==> config.mk <==
export PLATFORM = sky130hd
export DESIGN_NAME = decoder_3to8
export DESIGN_NICKNAME = d
export VERILOG_FILES = /design/src/rtl/decoder_3to8_pkg.sv /design/src/rtl/decoder_3to8_core.sv /design/src/rtl/decoder_3to8.sv
export SDC_FILE = /design/constraint.sdc
export NUM_CORES = 1
export LEC_CHECK = 0
export ABC_CLOCK_PERIOD_IN_PS = 800
export CAP_MARGIN = 20
export CORE_AREA = 2 2 39 41
export DETAILED_ROUTE_END_ITERATION = 6
export DIE_AREA = 0 0 41 43
export DONT_BUFFER_PORTS = 1
export GPL_TIMING_DRIVEN = 0
export PLACE_DENSITY = 0.35
export RECOVER_POWER = 100
export SLEW_MARGIN = 10
export SYNTH_ARGS = -nofsm -noshare
export SYNTH_HDL_FRONTEND = slang
export SYNTH_SLANG_ARGS = --single-unit
==> constraint.sdc <==
create_clock -name clk -period 0.8 [get_ports clk]
set_clock_uncertainty 0.15 [all_clocks]
set_input_delay 0.16 -clock clk [delete_from_list [all_inputs] [get_ports clk]]
set_output_delay 0.16 -clock clk [all_outputs]
set_load 0.02 [all_outputs]
==> src/rtl/decoder_3to8_pkg.sv <==
// Shared types and constants for the registered 3-to-8 decoder.
// Output polarity follows macro DECODER_3TO8_ACTIVE_LOW_EN (defined = active-low).
package decoder_3to8_pkg;

    localparam int SEL_W = 3;
    localparam int OUT_W = 8;

    typedef logic [SEL_W-1:0] sel_t;
    typedef logic [OUT_W-1:0] onehot_t;

    localparam onehot_t ONEHOT_IDLE = '0;

`ifdef DECODER_3TO8_ACTIVE_LOW_EN
    localparam onehot_t OUT_POL = '1;
`else
    localparam onehot_t OUT_POL = '0;
`endif

    function automatic onehot_t onehot_of(input sel_t sel);
        onehot_t v;
        v = ONEHOT_IDLE;
        v[sel] = 1'b1;
        return v;
    endfunction

endpackage

==> src/rtl/decoder_3to8_core.sv <==
// Combinational select-to-one-hot decode, gated by enable.
// Always active-high; polarity is applied by the top level.
module decoder_3to8_core
    import decoder_3to8_pkg::*;
(
    input  sel_t    i_sel,
    input  logic    i_en,
    output onehot_t o_hot
);

    always_comb begin
        o_hot = ONEHOT_IDLE;
        if (i_en) begin
            o_hot = onehot_of(i_sel);
        end
    end

endmodule

==> src/rtl/decoder_3to8.sv <==
// Registered 3-to-8 decoder: core decode, polarity stage, async-reset register.
// Macro DECODER_3TO8_ACTIVE_LOW_EN inverts every output, including the reset value.
module decoder_3to8
    import decoder_3to8_pkg::*;
(
    input  logic clk,
    input  logic rst,
    input  logic en,
    input  logic a,
    input  logic b,
    input  logic c,
    output logic d0,
    output logic d1,
    output logic d2,
    output logic d3,
    output logic d4,
    output logic d5,
    output logic d6,
    output logic d7
);

    sel_t    w_sel;
    onehot_t w_hot;
    onehot_t w_next;
    onehot_t r_out;

    assign w_sel = {a, b, c};

    decoder_3to8_core u_core (
        .i_sel (w_sel),
        .i_en  (en),
        .o_hot (w_hot)
    );

    // Polarity applied before the flops so every output is driven straight from a register.
    assign w_next = w_hot ^ OUT_POL;

    always_ff @(posedge clk or posedge rst) begin
        if (rst) begin
            r_out <= ONEHOT_IDLE ^ OUT_POL;
        end else begin
            r_out <= w_next;
        end
    end

    assign {d7, d6, d5, d4, d3, d2, d1, d0} = r_out;

endmodule

After elaboration in Yosys (flattened, before gate mapping)
Index checks and enable logic that the tools add are counted.
- register bits after elaboration: 8
- input bits: 6
- $lt $le $gt $ge: 2
- muxes and demuxes: 3
- reductions and logical operators: 1
- operators by type and width (kind ; count):
    $mux 8 ; 1
    $lt 3x4->1 const B ; 1
    $demux 1 s3 ; 1
    $ge 3x1->1 const B ; 1
    $logic_and 1x1->1 ; 1
    $mux 1 ; 1

Longest topological paths before layout
Gate-level depths: netlist of run 1.
- word-level depth: 5
- gate-level depth with buffers: 1

Modules after synthesis
Synthesis of run 1 repeated with hierarchy kept, for this count alone.
- cells, all modules: 17
- area total of the unflattened synthesis: 300.3 µm²
- modules (own cells, without submodules) (module ; times used ; cells each ; area an instance (µm²)):
    decoder_3to8 ; 1 ; 9 ; 203.9
    decoder_3to8_core ; 1 ; 8 ; 96.3

Least setup slack after synthesis of run 1
OpenSTA, ideal clock, no wires.
- kind: register to output
- start: register r_out[0]
- end: output d0
- arrival time: 0.416 ns
- data required time: 0.490 ns
- slack: 0.074 ns
- stages on the path, launching flop included: 1
- path buffers: 0
- cell sequence: dfrtp_1
- RTL lines (what ; RTL line ; RTL):
    from (decl) ; decoder_3to8.sv:25 ; onehot_t r_out;
    from (signal assigned) ; decoder_3to8.sv:40 ; r_out <= ONEHOT_IDLE ^ OUT_POL;
    from (signal assigned) ; decoder_3to8.sv:42 ; r_out <= w_next;
    to (decl) ; decoder_3to8.sv:12 ; output logic d0,
No word-level cell between the ends.

Worst setup path in the final report of run 1
- start: register r_out[7]
- end: output d7
- RTL lines (what ; RTL line ; RTL):
    to (decl) ; decoder_3to8.sv:19 ; output logic d7
No word-level cell between the ends.

==> run summary, run 1 <==
result of the run -> finished, violations left
failing checks -> hold timing, setup timing
Max Cap Violations -> 0
initial antenna violation count -> 0
Setup WS post-layout -> -0.1973 ns
relative max-transition margin -> 81.96%
Yosys warnings -> 0
maximum number of pins on one net before global-route repair -> 9
Cells on Worst Hold Path -> 1
proportion of synthesized flip-flops having asynchronous set or reset -> 100.0%
first-pass GRT wire length -> 828 um
worst setup slack before clock tree synthesis -> 0.06233 ns
IR Drop Worst-Case VDD -> 0.3778 mV
number of CTS-inserted buffers -> 3
Cell variety after synth -> 6
total placed cells including tap cells -> 33
required time of the worst setup path -> 0.49 ns
cell types with the highest counts after synthesis -> 8 x sky130_fd_sc_hd__dfrtp_1, 3 x sky130_fd_sc_hd__and4b_2, 3 x sky130_fd_sc_hd__and4bb_2
cell with the most instances after synthesis -> sky130_fd_sc_hd__dfrtp_1
Die Footprint -> 1763 sq um
path type of the worst setup path -> flip-flop to output pin
via count -> 167
Primary FF master, synth -> sky130_fd_sc_hd__dfrtp_1
detailed-route wire length -> 500 um
Layout Cells excl Fill -> 37
number of register bits inferred by synthesis -> 8
post-route fraction of the period consumed by the critical path -> 124.7%
final number of max-transition violations -> 0
critical path launch point -> r_out[7]$_DFF_PP0_
registers with the highest flip-flop counts -> r_out: 8 flops
final hold violation count -> 6
RSZ-0062 raised after global routing -> true
area occupied by registers -> 210.2 sq um
synthesized area per cell -> 17.66 sq um
type of the worst min-delay path -> primary input to flip-flop
Core Area -> 1384 sq um
largest fanout of any net on the critical path -> 1
highest clock rate -> 1003 MHz
diodes inserted -> 0
Yosys top cell by area -> sky130_fd_sc_hd__dfrtp_1
hold_ws -> -0.1704 ns
global route total overflow -> 0
WP depth -> 0
Static Leakage -> 0.1525 nW
area delta synth->final -> 18.75%
total negative setup slack -> -1.558 ns
clock network fraction of design power -> 38.3%
drt via density -> 4.514
clock transition time at the flip-flop clock pins of the worst setup and hold paths -> 0.05 ns
critical path launch point type -> flip-flop
die height -> 43 um
footprint of the multi-input gates -> 90.09 sq um
power density over cell area -> 2102 nW/um^2
combinational group share of total power -> 3.5%
CTS Hold Buffers Added -> 1
min cycle time layout -> 0.9973 ns
part of the total power dissipated in sequential elements -> 58.1%
DR WL/cell -> 13.51 um
internal power component -> 0.6050 mW
initial core utilization -> 21.70%
max FFs per register -> 8
sinks on the clock net -> 8
top cell type's share of synthesized area -> 66.67%
area of the mapped netlist -> 300.3 sq um
overall global routing resource usage -> 8.308%
Synth Instances -> 17
Synthesized Nets -> 23
die extent in x -> 41 um
number of nets in the finished design -> 29
I/O Buffers -> 0
fraction of final layout cells with drive strength greater than 1 -> 85.71%
number of core rows -> 14
Pre-antenna DRT Iters -> 4
count of routing violations after the opening detailed-route iteration -> 1
Synth area leaders -> sky130_fd_sc_hd__dfrtp_1 67%, sky130_fd_sc_hd__and4bb_2 13%, sky130_fd_sc_hd__and4b_2 11%
post-detailed-placement half-perimeter wirelength -> 390.5 um
transition time at the pin with the least slew margin -> 0.2668 ns
num ports -> 14
clock tree from TritonCTS -> built
sequential share of the synthesized area -> 66.67%
setup fix buffers added after clock tree synthesis -> 0
Longest Clk Path Bufs -> 2
Post-synth EDFFs -> 0
crit path capture -> d7
total net switching power -> 0.1444 mW
final setup violation count -> 8
number of global-route vias before repair -> 179
# DRC -> 0
register with the most flip-flops -> r_out
final estimated routing congestion in global placement -> 0.6292
antenna-violating nets left -> 0
switching part of the total -> 19.27%
clock tree root driver cell -> sky130_fd_sc_hd__clkbuf_4
number of filler cells placed in the layout -> 151
kind of capture point of the worst setup path -> output pin
depth of the CTS H-tree -> 1
Critical Path AT -> 0.69 ns
final core utilization -> 25.77%
## power groups by stage
| stage | Sequential, mW | Combinational, mW | Clock, mW |
|---|---|---|---|
| detailed placement | 0.441 | 0.0243 | 0 |
| floorplan | 0.439 | 0.0220 | 0 |
| global placement | 0.440 | 0.0253 | 0 |
| finish | 0.436 | 0.0265 | 0.287 |
| global route | 0.436 | 0.0312 | 0.350 |
| CTS | 0.436 | 0.0284 | 0.303 |
## metrics by stage
stage | total power [mW] | instance area (sq um)
2_1_floorplan | 0.4606 | 300.3
3_3_place_gp | 0.4650 | 320.3
3_5_place_dp | 0.4648 | 320.3
4_1_cts | 0.7673 | 362.8
5_1_grt | 0.8165 | 356.6
6_report | 0.7495 | 356.6
## kinds of logic (layout without fill, tap and decap cells)
kind of cell | after synthesis | in the layout | share of synthesized area (%)
buffers and inverters | 1 | 5 | 1.249
flip-flops | 8 | 8 | 66.67
AND/OR/NAND/NOR | 8 | 8 | 32.08
## layout make-up
| type | count | share of cell area, % |
|---|---|---|
| sequential | 8 | 58.95 |
| multi-input combinational | 8 | 25.26 |
| clock buffer | 3 | 6.316 |
| tap | 16 | 5.614 |
| timing repair buffer | 1 | 2.807 |
| inverter | 1 | 1.053 |
## how the worst min path moves through the flow
stage | start | endpoint | slack (ns)
final | b | r_out[0]$_DFF_PP0_ | -0.17
after global routing | b | r_out[0]$_DFF_PP0_ | -0.20
after CTS | b | r_out[0]$_DFF_PP0_ | -0.19
after detailed placement | rst | r_out[7]$_DFF_PP0_ | -0.15
after global placement | rst | r_out[2]$_DFF_PP0_ | -0.15
after floorplan | rst | r_out[0]$_DFF_PP0_ | -0.17
## repair_timing
action / in CTS / in global routing
gates resized for setup: 8 / 0
endpoints found under the setup margin: 8 / 8
endpoints found under the hold margin: 16 / 8
## routing by layer
layer  GRT usage (%)  wire, um
met5               0         0
met4           12.00         7
met3           8.901        95
met2           8.438       216
met1           6.623       180
## layout by cell type, fill, tap and decap left out
master | synthesis | final
sky130_fd_sc_hd__dfrtp_2 | 0 | 8
sky130_fd_sc_hd__and4bb_2 | 3 | 3
sky130_fd_sc_hd__and4b_2 | 3 | 3
sky130_fd_sc_hd__clkbuf_4 | 0 | 3
sky130_fd_sc_hd__nor4b_1 | 0 | 1
sky130_fd_sc_hd__and4_2 | 1 | 1
sky130_fd_sc_hd__inv_1 | 1 | 1
sky130_fd_sc_hd__dlygate4sd3_1 | 0 | 1
(Power assumes the default switching activity.)
==> inputs of run 2 (changes only) <==
- MAX_ROUTING_LAYER: not set -> met4
==> run 2 against run 1 <==
The flow still finishes with violations (hold timing, setup timing). First-iteration DRC count down 100%. Non-clock buffer count stayed put. Power barely moved. Maximum frequency is essentially flat. Combinational power barely moved. Via count is 1.2% lower. Sequential cell count unchanged. Global-route usage up 0.21 points. Final cell count unchanged. Critical endpoint unchanged. Largest power group unchanged. Highest routed layer is now met3.
==> run summary, run 2 (same netlist as run 1, synthesis figures left out) <==
initial core utilization -> 21.70%
number of filler cells placed in the layout -> 151
Layout Cells excl Fill -> 37
path type of the worst setup path -> flip-flop to output pin
clock tree from TritonCTS -> built
area delta synth->final -> 18.75%
Static Leakage -> 0.1525 nW
overall global routing resource usage -> 8.515%
largest fanout of any net on the critical path -> 1
registers with the highest flip-flop counts -> r_out: 8 flops
final core utilization -> 25.77%
die extent in x -> 41 um
critical path launch point -> r_out[7]$_DFF_PP0_
clock transition time at the flip-flop clock pins of the worst setup and hold paths -> 0.05 ns
WP depth -> 0
area occupied by registers -> 210.2 sq um
max FFs per register -> 8
IR Drop Worst-Case VDD -> 0.3724 mV
crit path capture -> d7
post-detailed-placement half-perimeter wirelength -> 390.5 um
Pre-antenna DRT Iters -> 1
most common library cell in the layout ignoring fill and taps -> sky130_fd_sc_hd__dfrtp_2
power density over cell area -> 2102 nW/um^2
final number of max-transition violations -> 0
initial antenna violation count -> 0
drt via density -> 4.459
relative max-transition margin -> 81.98%
worst setup slack before clock tree synthesis -> 0.06233 ns
total power after layout -> 0.7494 mW
result of the run -> finished, violations left
number of nets in the finished design -> 29
kind of capture point of the worst setup path -> output pin
footprint of the multi-input gates -> 90.09 sq um
maximum number of pins on one net before global-route repair -> 9
# DRC -> 0
I/O Buffers -> 0
post-route fraction of the period consumed by the critical path -> 124.6%
total placed cells including tap cells -> 33
via count -> 165
Critical Path AT -> 0.69 ns
detailed-route wire length -> 501 um
Core Area -> 1384 sq um
most frequent cells in the layout -> 8 x sky130_fd_sc_hd__dfrtp_2, 3 x sky130_fd_sc_hd__and4bb_2, 3 x sky130_fd_sc_hd__and4b_2, 3 x sky130_fd_sc_hd__clkbuf_4
register with the most flip-flops -> r_out
required time of the worst setup path -> 0.49 ns
type of the worst min-delay path -> primary input to flip-flop
DR WL/cell -> 13.54 um
hold_ws -> -0.1700 ns
number of core rows -> 14
min cycle time layout -> 0.9971 ns
number of global-route vias before repair -> 180
highest clock rate -> 1003 MHz
Die Footprint -> 1763 sq um
final estimated routing congestion in global placement -> 0.6341
die height -> 43 um
sinks on the clock net -> 8
transition time at the pin with the least slew margin -> 0.2666 ns
first-pass GRT wire length -> 821 um
depth of the CTS H-tree -> 1
Max Cap Violations -> 0
failing checks -> hold timing, setup timing
RSZ-0062 raised after global routing -> true
diodes inserted -> 0
global route total overflow -> 0
clock tree root driver cell -> sky130_fd_sc_hd__clkbuf_4
number of CTS-inserted buffers -> 3
antenna-violating nets left -> 0
final setup violation count -> 8
critical path launch point type -> flip-flop
fraction of final layout cells with drive strength greater than 1 -> 85.71%
final hold violation count -> 7
CTS Hold Buffers Added -> 1
num ports -> 14
Setup WS post-layout -> -0.1971 ns
Longest Clk Path Bufs -> 2
count of routing violations after the opening detailed-route iteration -> 0
-- run 2: cell counts in the layout (fill, tap and decap cells not counted) --
No cell type changed its count.
-- run 2: power breakdown --
part           switching (mW)  internal [mW]  total (mW)
sequential             0.0177          0.418       0.436
clock                   0.117          0.170       0.287
combinational         0.00958         0.0168      0.0264
-- run 2: how the worst min path moves through the flow --
stage,from,end,slack (ns),cells after the start
2_1_floorplan,rst,r_out[0]$_DFF_PP0_,-0.17,1
3_5_place_dp,rst,r_out[7]$_DFF_PP0_,-0.15,1
6_report,b,r_out[0]$_DFF_PP0_,-0.17,1
5_1_grt,b,r_out[0]$_DFF_PP0_,-0.20,1
4_1_cts,b,r_out[0]$_DFF_PP0_,-0.19,1
3_3_place_gp,rst,r_out[2]$_DFF_PP0_,-0.15,1
-- run 2: repair_timing --
item / in CTS / in global routing
hold endpoints to repair: 16 / 8
setup endpoints to repair: 8 / 8
buffers inserted: 0 / 0
gates resized for setup: 8 / 0
-- run 2: layout make-up --
type                    instances  share of cell area [%]
flip-flops and latches          8                   58.95
multi-input cells               8                   25.26
clock buffers                   3                   6.316
well taps                      16                   5.614
repair buffers                  1                   2.807
inverters                       1                   1.053
-- run 2: per-stage QoR --
| step | setup TNS [ns] | cell area [sq um] |
|---|---|---|
| 2_1_floorplan | 0 | 300.3 |
| 3_3_place_gp | 0 | 320.3 |
| 3_5_place_dp | 0 | 320.3 |
| 4_1_cts | -1.654 | 362.8 |
| 5_1_grt | -1.849 | 356.6 |
| 6_report | -1.552 | 356.6 |
-- run 2: per-layer routing --
metal,wire length (um),share of wire (%),GRT usage (%)
met1,179,36,6.623
met5,0,0,-
met4,0,0,12.00
met3,94,19,8.901
met2,227,45,8.438
